## src/rtl/mdu_mul_ctrl.sv

```systemverilog
// Multiply-unit sequencer: issues operands to the external Booth/Wallace multiplier,
// counts out its latency and owns the architectural HI/LO registers.
module mdu_mul_ctrl #(
   parameter int unsigned MUL_LAT = 1
) (
   input  logic        clk,
   input  logic        resetn,
   input  logic        op_valid,
   output logic        op_ready,
   input  logic [3:0]  op_code,
   input  logic [31:0] op_a,
   input  logic [31:0] op_b,
   input  logic        flush,
   output logic [31:0] mul_a,
   output logic [31:0] mul_b,
   output logic        mul_sign,
   input  logic [63:0] mul_result,
   output logic [31:0] hi,
   output logic [31:0] lo,
   output logic        busy,
   output logic        gpr_valid,
   output logic [31:0] gpr_data
);

   typedef enum logic [1:0] {StIdle, StIssue, StWait, StAcc} state_e;

   localparam logic [3:0] OpMult  = 4'd0;
   localparam logic [3:0] OpMultu = 4'd1;
   localparam logic [3:0] OpMadd  = 4'd2;
   localparam logic [3:0] OpMaddu = 4'd3;
   localparam logic [3:0] OpMsub  = 4'd4;
   localparam logic [3:0] OpMsubu = 4'd5;
   localparam logic [3:0] OpMthi  = 4'd6;
   localparam logic [3:0] OpMtlo  = 4'd7;
   localparam logic [3:0] OpMul   = 4'd8;

   localparam logic [1:0] LatInit = 2'(MUL_LAT);

   state_e      state_q;
   logic [3:0]  op_q;
   logic [1:0]  cnt_q;
   logic [63:0] prod_q;

   logic        accept;
   logic        start_mul;
   logic        start_signed;
   logic        op_is_acc;
   logic        op_is_sub;
   logic [63:0] acc_sum;
   logic [63:0] acc_diff;

   assign op_ready = (state_q == StIdle) & ~flush;
   assign busy     = (state_q != StIdle);
   assign accept   = op_valid & op_ready;

   always_comb begin
      start_mul    = 1'b0;
      start_signed = 1'b0;
      case (op_code)
         OpMult, OpMadd, OpMsub, OpMul: begin
            start_mul    = 1'b1;
            start_signed = 1'b1;
         end
         OpMultu, OpMaddu, OpMsubu: start_mul = 1'b1;
         default: ;
      endcase
   end

   assign op_is_acc = (op_q == OpMadd) | (op_q == OpMaddu) | (op_q == OpMsub) |
                      (op_q == OpMsubu);
   assign op_is_sub = (op_q == OpMsub) | (op_q == OpMsubu);

   // Accumulate wraps modulo 2^64; MADD/MSUB raise no overflow.
   assign acc_sum  = {hi, lo} + prod_q;
   assign acc_diff = {hi, lo} - prod_q;

   always_ff @(posedge clk) begin
      if (!resetn) begin
         state_q   <= StIdle;
         op_q      <= 4'd0;
         cnt_q     <= 2'd0;
         prod_q    <= 64'd0;
         hi        <= 32'd0;
         lo        <= 32'd0;
         mul_a     <= 32'd0;
         mul_b     <= 32'd0;
         mul_sign  <= 1'b0;
         gpr_valid <= 1'b0;
         gpr_data  <= 32'd0;
      end else begin
         gpr_valid <= 1'b0;
         unique case (state_q)
            StIdle: begin
               if (accept) begin
                  if (start_mul) begin
                     mul_a    <= op_a;
                     mul_b    <= op_b;
                     mul_sign <= start_signed;
                     op_q     <= op_code;
                     cnt_q    <= LatInit;
                     state_q  <= StIssue;
                  end else if (op_code == OpMthi) begin
                     hi <= op_a;
                  end else if (op_code == OpMtlo) begin
                     lo <= op_a;
                  end
               end
            end
            StIssue: begin
               state_q <= flush ? StIdle : StWait;
            end
            StWait: begin
               if (flush) begin
                  state_q <= StIdle;
               end else if (cnt_q == 2'd1) begin
                  if (op_q == OpMul) begin
                     gpr_data  <= mul_result[31:0];
                     gpr_valid <= 1'b1;
                     state_q   <= StIdle;
                  end else if (op_is_acc) begin
                     prod_q  <= mul_result;
                     state_q <= StAcc;
                  end else begin
                     {hi, lo} <= mul_result;
                     state_q  <= StIdle;
                  end
               end else begin
                  cnt_q <= cnt_q - 2'd1;
               end
            end
            StAcc: begin
               if (!flush) begin
                  {hi, lo} <= op_is_sub ? acc_diff : acc_sum;
               end
               state_q <= StIdle;
            end
            default: state_q <= StIdle;
         endcase
      end
   end

endmodule

```

## config.mk

```make
export PLATFORM = sky130hd
export DESIGN_NAME = mdu_mul_ctrl
export DESIGN_NICKNAME = d
export VERILOG_FILES = /design/src/rtl/mdu_mul_ctrl.sv
export SDC_FILE = /design/constraint.sdc
export NUM_CORES = 1
export LEC_CHECK = 0
export ABC_CLOCK_PERIOD_IN_PS = 4450
export BUFFER_PORTS_ARGS = -buffer_cell sky130_fd_sc_hd__buf_4
export CAP_MARGIN = 20
export CELL_PAD_IN_SITES_DETAIL_PLACEMENT = 1
export CELL_PAD_IN_SITES_GLOBAL_PLACEMENT = 1
export CORE_MARGIN = 4
export CORE_UTILIZATION = 36
export CTS_CLUSTER_SIZE = 12
export DETAILED_ROUTE_END_ITERATION = 12
export PLACE_DENSITY_LB_ADDON = 0.1
export SYNTH_ARGS = -nofsm -noshare
export SYNTH_HDL_FRONTEND = slang
export SYNTH_SLANG_ARGS = --single-unit
```

## constraint.sdc

```tcl
create_clock -name clk -period 4.45 [get_ports clk]
set_input_delay 0.2225 -clock clk [delete_from_list [all_inputs] [get_ports clk]]
set_output_delay 0.2225 -clock clk [all_outputs]
set_load 0.02 [all_outputs]
```

Word-level counts from Yosys, hierarchy flattened
Index checks and enable logic that the tools add are counted.
{"block": "totals", "reg_bits": 234, "inputBits": 136, "output_inout_bits": 164, "wordCells": 104}
{"block": "op_classes", "n_addsub": 3, "n_eq_ne": 30, "mux": 34, "bitwise_logic": 11, "n_reduce_logical": 15}
{"op": "$mux 32", "count": 17}
{"op": "$pmux 32 s3", "count": 2}
{"op": "$add 64x64->64", "count": 1}
{"op": "$mux 64", "count": 1}
{"op": "$sub 64x64->64", "count": 1}
{"op": "$eq 4x3->1 const B", "count": 6}
{"op": "$ne 2x2->1 const B", "count": 10}
{"op": "$mux 2", "count": 9}
{"op": "$eq 4x2->1 const B", "count": 4}
{"op": "$reduce_and 10->1", "count": 1}
{"op": "$reduce_and 5->1", "count": 2}
{"op": "$reduce_and 9->1", "count": 1}
{"op": "$eq 4x4->1 const B", "count": 2}
{"op": "$pmux 2 s4", "count": 1}
{"op": "$reduce_or 4->1", "count": 2}
{"op": "$reduce_or 7->1", "count": 1}
{"op": "$reduce_and 3->1", "count": 2}
{"op": "$not 1->1", "count": 5}
{"op": "$eq 2x1->1 const B", "count": 2}
{"op": "$eq 2x2->1 const B", "count": 2}
{"op": "$eq 4x1->1 const B", "count": 1}
{"op": "$logic_not 4->1", "count": 1}
{"op": "$ne 2x1->1 const B", "count": 2}
{"op": "$or 1x1->1", "count": 4}
{"op": "other kinds (9)", "count": 13}

Depth between registers and ports, before layout
{"block": "depth", "depth_word": 9, "mapped_depth": 24, "depth_no_buf": 24}

Worst setup path before layout
Ideal clock, no wire load.
{"block": "synth_path", "kind": "register to register", "from": "reg prod_q[6]", "to": "reg hi[30]", "setup_time_ns": 0.128, "arrival_time_ns": 4.724, "t_required_ns": 4.322, "setup_slack_ns": -0.402, "stages_incl_launch_ff": 22, "synth_period_minus_slack_ns": 4.852, "cell_sequence": "dfxtp_1 or4_4 or3_4 nor3_4 nand4b_2 or2_4 or3b_4 o31ai_1 xor2_1 ha_1 clkbuf_1 a21oi_1 inv_1 a21o_1 a21oi_1 a21boi_0 o31ai_1 a221o_1 a21oi_1 o21ai_0 xnor2_1 o22ai_1"}
{"block": "synth_via", "elab_chain_len": 4}
{"element": "from (decl)", "line_no": "42", "rtl": "logic [63:0] prod_q;"}
{"element": "from (signal assigned)", "line_no": "121", "rtl": "prod_q <= mul_result;"}
{"element": "$add 64x64->64 or $sub 64x64->64 (tied branches)", "line_no": "74, 75"}
{"element": "$mux 64 (*)", "line_no": "133", "rtl": "{hi, lo} <= op_is_sub ? acc_diff : acc_sum;"}
{"element": "$mux 32 (*)", "line_no": "132", "rtl": "if (!flush) begin"}
{"element": "$pmux 32 s3 (*)", "line_no": "92", "rtl": "unique case (state_q)"}
{"element": "to (signal assigned)", "line_no": "103", "rtl": "hi <= op_a;"}
{"element": "to (signal assigned)", "line_no": "124", "rtl": "{hi, lo} <= mul_result;"}
{"element": "to (signal assigned)", "line_no": "133"}
{"element": "to (decl)", "line_no": "18", "rtl": "output logic [31:0] hi,"}
Mark *: on every way between the ends. The rest lies on a longest branch, timed or not. The select of a mux whose other input is x is not followed.
A chain may end at the register's enable or synchronous reset.

Worst setup path after layout
{"block": "layout_path", "from": "reg prod_q[6]", "to": "reg hi[31]"}
Same word-level chain as after synthesis.

==> run metrics <==
status complete, but fails checks; violated checks negative setup slack; layout cells sized above 1 0.343; Routed wire per std cell between 20 and 25 um; fin nets about 2800; # diodes 0; global route overflow 0; R2R Setup Slk -590 ps; Vias/cell 5.55; Fill cells roughly 4700; most frequent CP cell a21oi_2; PortBufs between 200 and 300; Starting Density 0.365; worst hold endpoint hi[0]$_SDFFE_PN0P_; RR Endpoint hi[31]$_SDFFE_PN0P_; Synth area leaders dfxtp_1, nand2_1, a21oi_1; max-slew violations 0; # rows between 70 and 80; crit share post-route 1.13; vias between 15000 and 20000; placer congestion estimate 0.938; worst r2r path cells 24; vias in the first global route between 15000 and 20000; RSZ-0062 raised after global routing true; max-cap check violation count 0; Worst Skew slightly below 20 ps; final worst slack -594 ps; min cycle time layout between 5000 and 6000 ps; CTS root buf clkbuf_16; total routed wirelength roughly 75000 um; # setup viols final 38; Achievable Freq a little under 200 MHz; Mapped Cells 1941; CP peak stage delay between 500 and 600 ps; drt pass-1 iters 7; Synth top area share 0.330; worst-path fanout max 4; post-synth top area cell dfxtp_1; worst reg2reg path startpoint prod_q[6]$_SDFFE_PN0P_; Seq. cell area between 4000 and 5000 um2; Hold Violations, Final 0; Setup crit start prod_q[6]$_SDFFE_PN0P_; Pwr Total about 0.006 W; Final Instance Count excl. Fillers roughly 3200; Post-synth top flop dfxtp_1; number of flops mapped to enable cells by yosys 0; Mean Syn Cell Area about 7.3 um2; Slew @ Worst Pin ~1100 ps; critical path class reg -> reg; Slew headroom 0.272; Horiz. Die Dim ~210 um; Num CTS Buffers 29; largest net degree at the start of global routing around 120; DRC 0; first-pass GRT wire length 110000 um; crit path launch type flop; Tightest Hold Check Type in -> reg; Area Overhead vs Synth 61.6%; syn nets 2143; hold path depth 3; area of the mapped netlist 14200 um2; worst-case clock buffer depth 3; synth warn 0; Final ANT Viol Nets 0; CTS tree done; TritonCTS sink count about 230; I/O pin cnt 300; clk_lat worst skew about 600 ps; area taken by multi-input logic gates a little over 10000 um2; die area roughly 43000 um2; crit path max-delay cell type or4_4; Pwr Density around 260 nW/um2; post-synthesis sequential area ratio 0.330; gr usage total 0.330; clock transition at the registers of the reported paths about 60 ps; die height approximately 210 um; Distinct cells, synth between 60 and 70; dpl hpwl approximately 53000 um; antenna violations before repair 3; Placed Cells about 2900; #FFs+latches synth 234; required time of the worst setup path around 5000 ps; crit end category flop; DR iter-0 viols 1166; worst path arrival time between 5000 and 6000 ps; fraction of registers with async set/reset 0; peak supply drop 0.000330 V; Core Footprint just under 40000 um2; min-delay src resetn; H-tree depth 1; cell breakdown of the critical path or4_4 -> or3_4 -> or2_4 -> nor2_4 -> nand2_4 -> nor3_4 -> nand2_4 -> nor3_4 -> buf_12 -> buf_4 -> a21oi_2 -> xnor2_1 -> ha_1 -> a21o_1 -> o21bai_4 -> a31oi_4 -> o31ai_2 -> nand2_1 -> a21oi_2 -> or3_4 -> o21ai_2 -> and3_1 -> o21ai_2 -> a21oi_2; Leak Pwr about 10 nW
## metrics by stage
stage               setup WS, ps  instance area [um2]   util  setup TNS, ps  hold slack [ps]
detailed placement          -649                19000  0.490         -12720              432
global route                -745                22900  0.590         -18720             92.0
global placement            -649                19000  0.490         -10410              429
CTS                         -418                22300  0.574          -7140             65.5
finish                      -594                22900  0.590         -11950             99.6
floorplan                   -227                14300      -           -858              301
## report_power, final
group / internal, W / leakage (nW) / switching [W]
clock network: 0.00135 / 0.451 / 0.00102
registers: 0.00212 / 1.89 / 0.0000239
logic: 0.000687 / 7.72 / 0.000716
## layout make-up
cell class              count  area share
inverters                  28     0.00492
clock inverters             7     0.00328
clock buffers              46      0.0367
multi-input cells        1558       0.443
well taps                 518      0.0283
flip-flops and latches    234       0.205
repair buffers            789       0.279
## synthesized netlist by cell type, drive strengths merged, types with 30 or more instances
cell type / instances
nand2: 432
a21o: 43
o21ai: 88
dfxtp: 234
nor3: 30
ha: 65
a211oi: 47
a21oi: 310
xnor2: 61
nor2: 153
xor2: 55
clkbuf: 111
## sequential cells by signal (all words and copies together), names as in the netlist, 4 cells and up
name,flops
hi,32
prod_q,64
mul_b,32
mul_a,32
gpr_data,32
op_q,4
lo,32
## cell usage in the layout, fill, tap and decap left out, types with 23 or more instances in the layout
master         synthesis  routed
o21ai_0               84      58
buf_6                  0      30
xor2_1                55      52
a211oi_1              47      38
inv_1                 27      25
ha_1                  65      57
buf_4                  0     624
dlygate4sd3_1          0     133
a21oi_2                0      41
a21o_1                43      43
nand2_1              432     412
mux2i_1               23      23
clkbuf_16              0      29
a21oi_1              310     264
nor2_1               153     143
dfxtp_1              234     231
xnor2_1               61      54
## timing repair
item                                    4_1_cts  5_1_grt
setup buffers                                38       25
pin swaps                                    98       76
gates resized for setup                     167       97
endpoints found under the setup margin       37       45
hold buffers                                133        0
endpoints found under the hold margin       185        0
## critical path: cells and delay by family, from the launching register on
family	cells	cell delay, ps
AO/OA/AOI/OAI	9	1230
XOR/XNOR	1	230
adder cells (fa/ha/maj)	1	290
buffers and inverters	2	250
flip-flops	1	320
AND/OR/NAND/NOR	11	2630
## per-layer routing
| layer | vias to the layer above | wire [um] | GRT usage |
|---|---|---|---|
| li1 | 8216 | - | - |
| met1 | 8766 | 31700 | 0.424 |
| met2 | 507 | 35600 | 0.556 |
| met3 | 144 | 3810 | 0.0507 |
| met4 | 4 | 3480 | 0.134 |
| met5 | - | 25 | 0 |
## cells by family after synthesis
kind of cell             synth area share
AO/OA/AOI/OAI                       0.257
XOR/XNOR                           0.0717
adder cells (fa/ha/maj)            0.0588
buffers and inverters              0.0394
flip-flops                          0.330
multiplexers                       0.0170
AND/OR/NAND/NOR                     0.226
## worst max-delay path by stage
stage | slack [ps] | endpoint
2_1_floorplan | -230 | hi[30]$_SDFFE_PN0P_
3_3_place_gp | -650 | hi[11]$_SDFFE_PN0P_
3_5_place_dp | -650 | hi[31]$_SDFFE_PN0P_
4_1_cts | -420 | hi[27]$_SDFFE_PN0P_
5_1_grt | -740 | hi[31]$_SDFFE_PN0P_
6_report | -590 | hi[31]$_SDFFE_PN0P_
Power figures use the tool's default switching activity.
